===== config.mk =====
export PLATFORM = sky130hd
export DESIGN_NAME = reg_scoreboard
export DESIGN_NICKNAME = d
export VERILOG_FILES = /design/src/rtl/reg_scoreboard.sv
export SDC_FILE = /design/constraint.sdc
export NUM_CORES = 1
export LEC_CHECK = 0
export BUFFER_PORTS_ARGS = -buffer_cell sky130_fd_sc_hd__buf_2
export CORE_MARGIN = 2
export CORE_UTILIZATION = 35
export DETAILED_ROUTE_END_ITERATION = 16
export GPL_TIMING_DRIVEN = 0
export PLACE_DENSITY = 0.54
export SYNTH_ARGS = -nofsm -noshare
export SYNTH_HDL_FRONTEND = slang
export SYNTH_SLANG_ARGS = --single-unit
export TNS_END_PERCENT = 10

===== constraint.sdc =====
create_clock -name clk -period 2.9 [get_ports clk]
set_input_delay 0.29 -clock clk [delete_from_list [all_inputs] [get_ports clk]]
set_output_delay 0.29 -clock clk [all_outputs]
set_load 0.05 [all_outputs]

===== src/rtl/reg_scoreboard.sv =====
`default_nettype none
// ============================================================================
// Module   : reg_scoreboard
// Brief    : Register-file hazard scoreboard; stalls RAW/WAW on pending writes.
// Revision : 1.0 - initial release
// ============================================================================
module reg_scoreboard #(
    parameter int MAX_PEND = 8,
    parameter int CNT_W    = 4
) (
    input  logic             clk,
    input  logic             rst_n,
    input  logic             issue_valid,
    input  logic [4:0]       issue_rs,
    input  logic [4:0]       issue_rt,
    input  logic             issue_use_rs,
    input  logic             issue_use_rt,
    input  logic             issue_wr,
    input  logic [4:0]       issue_dst,
    output logic             issue_ready,
    input  logic             wb_en,
    input  logic [4:0]       wb_reg,
    output logic [31:0]      busy,
    output logic [CNT_W-1:0] pend_count,
    output logic             err
);

    localparam logic [CNT_W-1:0] C_MAX = CNT_W'(MAX_PEND);

    logic [31:0]      busy_q, busy_d;
    logic [CNT_W-1:0] cnt_q, cnt_d;
    logic             err_q, err_d;

    logic w_dst_nz, w_full, w_acc, w_set, w_clr, w_spur;

    assign w_dst_nz = (issue_dst != 5'd0);
    assign w_full   = (cnt_q == C_MAX);

    // Ready deliberately ignores wb_*: no same-cycle bypass from writeback.
    assign issue_ready = ~((issue_use_rs & busy_q[issue_rs]) |
                           (issue_use_rt & busy_q[issue_rt]) |
                           (issue_wr & busy_q[issue_dst])    |
                           (issue_wr & w_dst_nz & w_full));

    assign w_acc  = issue_valid & issue_ready;
    assign w_set  = w_acc & issue_wr & w_dst_nz;
    assign w_clr  = wb_en & (wb_reg != 5'd0) &  busy_q[wb_reg];
    assign w_spur = wb_en & (wb_reg != 5'd0) & ~busy_q[wb_reg];

    always_comb begin
        busy_d = busy_q;
        if (w_clr) busy_d[wb_reg] = 1'b0;
        if (w_set) busy_d[issue_dst] = 1'b1;
        busy_d[0] = 1'b0;

        cnt_d = cnt_q;
        case ({w_set, w_clr})
            2'b10:   cnt_d = cnt_q + CNT_W'(1);
            2'b01:   cnt_d = cnt_q - CNT_W'(1);
            default: cnt_d = cnt_q;
        endcase

        err_d = err_q | w_spur;
    end

    always_ff @(posedge clk or negedge rst_n) begin
        if (!rst_n) begin
            busy_q <= 32'd0;
            cnt_q  <= '0;
            err_q  <= 1'b0;
        end else begin
            busy_q <= busy_d;
            cnt_q  <= cnt_d;
            err_q  <= err_d;
        end
    end

    assign busy       = busy_q;
    assign pend_count = cnt_q;
    assign err        = err_q;

endmodule
`default_nettype wire


Word-level counts from Yosys, hierarchy flattened
Index checks and enable logic that the tools add are counted.

Latch bits: 0. Input port bits: 27. Memory bits (writable): 0. Logic and storage cells: 54. ROM bits: 0. Bits in registers: 36. Memories kept: 0.

Reductions and logical operators: 5. Shift-type cells: 0. $mul: 0. Bitwise operators: 20. Magnitude comparators: 6. Add/sub/neg operators: 2. Equality and inequality tests: 3. Muxes and demuxes: 15. Divide/modulo/power cells: 0.

Operator list (number): $mux 32 (2); $and 32x32->32 (1); $not 32->32 (1); $or 32x32->32 (1); $lt 5x6->1 const B (4); $bmux 1 s5 (4); $and 1x1->1 (11); $demux 1 s5 (2); $ge 5x1->1 const B (2); $reduce_bool 5->1 (2); $pmux 4 s2 (1); $mux 1 (6); $add 4x1->4 const B (1); $eq 4x4->1 const B (1); $or 1x1->1 (4); $sub 4x1->4 const B (1); $eq 2x1->1 const B (1); $eq 2x2->1 const B (1); $logic_and 1x1->1 (2); $not 1->1 (2); $reduce_bool 2->1 (1).

Logic depth before layout (Yosys ltp)
Depth after elaboration: 12. Depth in mapped cells: 15. Mapped depth without buffers: 13.

Worst setup path after synthesis
No wires, ideal clock.

Path type: register -> register. From: register busy_q[19] (netlist: busy[19]). To: register cnt_q[3] (netlist: pend_count[3]). Buffers on the path: 0. Data arrival time: 3.234 ns. Period minus slack after synthesis: 3.378 ns. Cell stages (with the launch flop): 14. Setup time: 0.144 ns. Setup slack: -0.478 ns. Cells stage by stage: dfrtp_1 -> mux4_1 -> mux4_2 -> nor2_1 -> a311o_2 -> nand4_4 -> nand2b_1 -> ha_1 -> ha_1 -> a21o_1 -> a21oi_1 -> xnor2_1 -> nor2_1 -> xor2_1.

Longest elaborated chain between the ends: 12. Elaborated cells between the ends (all ways): 23.

RTL lines: start, declared (line 30) `logic [31:0] busy_q, busy_d;`; start signal, assigned (line 72) `busy_q <= busy_d;`; $bmux 1 s5, on equally long branches (line 40, 41); $mux 1, on equally long branches (line 40, 41); $and 1x1->1, on equally long branches (line 40, 41); $or 1x1->1 (line 40) `assign issue_ready = ~((issue_use_rs & busy_q[issue_rs]) |`; $or 1x1->1 (line 41) `(issue_use_rt & busy_q[issue_rt]) |`; $or 1x1->1 (line 42) `(issue_wr & busy_q[issue_dst]) |`; $not 1->1 (line 40); $and 1x1->1 (line 45) `assign w_acc = issue_valid & issue_ready;`; $and 1x1->1 (2 in a row) (line 46) `assign w_set = w_acc & issue_wr & w_dst_nz;`; $eq 2x1->1 / $eq 2x2->1 (equally long branches) (line 57) `case ({w_set, w_clr})`; $pmux 4 s2 / $reduce_bool 2->1 (equally long branches); end signal, assigned (line 73) `cnt_q <= cnt_d;`; end, declared (line 31) `logic [CNT_W-1:0] cnt_q, cnt_d;`.

Parallel ways exist; a longest one is shown, timed or not. The select of a mux whose other input is x is not followed. A chain may end at the register's enable or synchronous reset.

Worst setup path in the final report
From: register busy_q[16] (netlist: busy[16]). To: register cnt_q[3] (netlist: pend_count[3]).

Same word-level chain as after synthesis.

==> key figures <==
Placement
  • Post-DP HPWL: 7.53 mm
  • IO buf count: 55
  • Placement Setup Slack: -0.596 ns
  • Gpl congestion: 0.886

Yosys
  • Sequential fraction of the synthesis area: 0.295
  • Post-synthesis cell count: 308
  • Yosys cell types: 59
  • Area contributors post-synth: dfrtp_1, mux2i_1, mux4_2
  • Fraction of registers with async set/reset: 1.00
  • Top-area cell type share of the netlist area: 0.295
  • Synthesized area: 0.00305 mm^2
  • Syn_area_per_cell: 9.90 um^2
  • Mapped Nets: 339
  • #FFs+latches synth: 36
  • Most used DFF post-synth: dfrtp_1
  • Post-synth EDFFs: 0
  • Synth area leader: dfrtp_1
  • Synth warnings: 0

Drt
  • DRT Pass-1 Iters: 4
  • DR vias: 2,976
  • 1st-iter DRT viols: 245
  • Final antenna-violating net count: 0
  • Final WL: 10.2 mm
  • DRC violations left: 0
  • Vias/cell: 5.96
  • DR WL/cell: 20.4 um

STA
  • Slew HR: 0.395
  • Final setup viols: 2
  • Fin. Hold Viols: 0
  • Final Max Tran Viols: 0
  • Worst-Margin Slew: 0.905 ns
  • Setup Skew: 0.0109 ns
  • Max Freq: 326 MHz
  • Min Tclk post-route: 3.07 ns
  • Final worst-path setup slack: -0.167 ns
  • Unrepaired setup endpoints after global routing: true
  • Period utilization: 1.06

Critical path
  • Crit path DAT: 3.25 ns
  • Worst Setup SP: busy[16]
  • Reg-to-Reg End: pend_count[3]
  • Setup CP Type: reg -> reg
  • RR Startpoint: busy[16]
  • FF-to-FF path depth: 13
  • Crit. End Element: flip-flop
  • Startpoint types: flip-flop
  • Crit Path Max Fanout: 5
  • CP required: 3.08 ns
  • Flop-to-flop setup slack: -0.17 ns
  • Crit path cell chain: mux4_2, mux4_2, nor2_1, a311o_2, nand4_4, nand2b_4, ha_4, ha_4, a21o_1, a21oi_2, xnor2_1, nor2_1, xor2_1
  • CP max-delay cell: mux4_2
  • Slowest Stage Delay on Critical Path: 0.48 ns

Finish
  • Layout area overhead: 24.0%
  • Number of diodes: 0
  • Share of post-route cells with drive strength above 1: 0.404
  • Fin nets: 421
  • Final Util: 0.440

Power and ir drop
  • Pwr/cell area: 687 mW/mm^2
  • Internal: 1.34 mW
  • Maximum vdd ir drop: 0.452 mV
  • Clock share of power: 0.157
  • Switching component of the power: 1.26 mW
  • Sw Ratio: 0.484
  • Register share of total power: 0.318
  • Static Leak: 1.60 nW
  • Total power: 2.60 mW
  • Combinational power share: 0.525

Floorplanning
  • Die Height: 97.4 um
  • Core Box Area: 0.00859 mm^2
  • Starting Density: 0.355
  • Die area: 0.00948 mm^2
  • Die W: 97.4 um
  • IO Pins: 65
  • Core Rows: 34

GRT
  • First-pass GRT wire length: 16.5 mm
  • Grt total ovfl: 0
  • Largest net degree at the start of global routing: 37
  • Initial antenna violation count: 0
  • Vias in the first global route: 3,012
  • Tot GR Track Use: 0.219

Clock tree
  • CTS Hold Bufs: 0
  • CTS tree: yes
  • Deepest clock path buffer count: 2
  • Worst-path clk slew: 0.07 ns
  • Clk_lat worst skew: 0.29 ns
  • Maximum level of the CTS H-tree: 2
  • CTS buffer count: 5
  • Clk sink count: 36
  • CTS root buffer: clkbuf_8

Run status
  • Violated checks: negative setup slack
  • Outcome: finished, violations left

Worst hold path
  • Worst min path class: in -> async

Flow run
  • Max-Cap Viols: 0
==> power groups by stage <==
stage               Combinational (mW)  Clock, mW  Sequential (mW)
floorplan                        0.538          0             1.20
global placement                  1.23          0            0.859
detailed placement                1.24          0            0.861
CTS                               1.35      0.407            0.826
global route                      1.46      0.439            0.851
finish                            1.37      0.408            0.826
==> metrics by stage <==
step / area (um^2) / cells / TNS, ns / hold slack (ns)
6_report: 3780 / 499 / -0.174 / 0.0985
5_1_grt: 3780 / 499 / -0.431 / 0.157
4_1_cts: 3750 / 496 / -0.173 / 0.128
3_5_place_dp: 3510 / 471 / -1.32 / 0.443
3_3_place_gp: 3510 / 471 / -1.35 / 0.438
2_1_floorplan: 3100 / 308 / -0.237 / -0.00559
==> worst max path at each step <==
stage	to	slack, ns	cells after the start
final	pend_count[3]	-0.17	13
after global routing	pend_count[3]	-0.23	13
after CTS	pend_count[3]	-0.17	13
after detailed placement	pend_count[3]	-0.60	15
after global placement	pend_count[3]	-0.62	15
after floorplan	pend_count[3]	-0.24	13
==> flip-flops by register name, indices dropped and copies added (netlist names) <==
name and flops:
pend_count 4, busy 31, err 1
==> routing by layer <==
layer / up-vias / global-route usage / part of all wire
met5: - / 0 / 0
met4: 0 / 0.0491 / 0.0098
met3: 8 / 0.0388 / 0.076
met2: 126 / 0.365 / 0.49
met1: 1484 / 0.301 / 0.42
li1: 1358 / - / -
==> logic make-up (layout without fill, tap and decap cells) <==
kind of cell / after synthesis / after routing / synth area share
other: 1 / 1 / 0.00123
adder cells (fa/ha/maj): 4 / 4 / 0.0189
AO/OA/AOI/OAI: 92 / 92 / 0.200
flip-flops: 36 / 36 / 0.295
buffers and inverters: 31 / 114 / 0.0509
multiplexers: 46 / 46 / 0.230
XOR/XNOR: 4 / 4 / 0.0115
AND/OR/NAND/NOR: 94 / 94 / 0.193
==> cell usage after synthesis, drive strengths merged (3+ instances only) <==
cell type	instances
mux4	17
a21oi	3
mux2	4
o31ai	31
nor2b	6
nand4	5
inv	10
buf	12
or3b	4
o21ai	33
and3	5
ha	3
a22oi	3
nand2b	15
nand3b	8
dfrtp	36
nor3	3
nor2	10
o22ai	7
nor4	4
nand3	11
nand2	14
mux2i	25
clkbuf	9
==> cell usage in the layout, fill, tap and decap left out, types with 11 or more instances in the layout <==
master,n
buf_2,62
o31ai_1,31
mux2i_1,25
o21ai_0,21
buf_4,21
dfrtp_2,20
dfrtp_1,16
mux4_2,14
nand2_1,14
nand2b_1,14
nand3_1,11
o21ai_1,11
==> layout make-up <==
type / count / area (um^2)
Clock buffer: 8 / 100
Timing Repair Buffer: 75 / 432
Fill cell: 862 / 4810
Sequential cell: 36 / 926
Multi-Input combinational cell: 241 / 2030
Buffer: 21 / 119
Inverter: 10 / 37.5
Tap cell: 108 / 135
==> worst max-delay path: cells and delay by family (launching register included) <==
kind	cells	cell delay [ns]
multiplexers	2	0.95
AND/OR/NAND/NOR	4	0.46
flip-flops	1	0.45
AO/OA/AOI/OAI	3	0.43
adder cells (fa/ha/maj)	2	0.40
XOR/XNOR	2	0.26
==> repair_timing <==
| item | 4_1_cts | 5_1_grt |
|---|---|---|
| setup buffers | 17 | 3 |
| gates resized for setup | 4 | 4 |
| endpoints found under the setup margin | 4 | 4 |
| pin swaps | 8 | 6 |
| cloned | 0 | 0 |
Power figures use the tool's default switching activity.
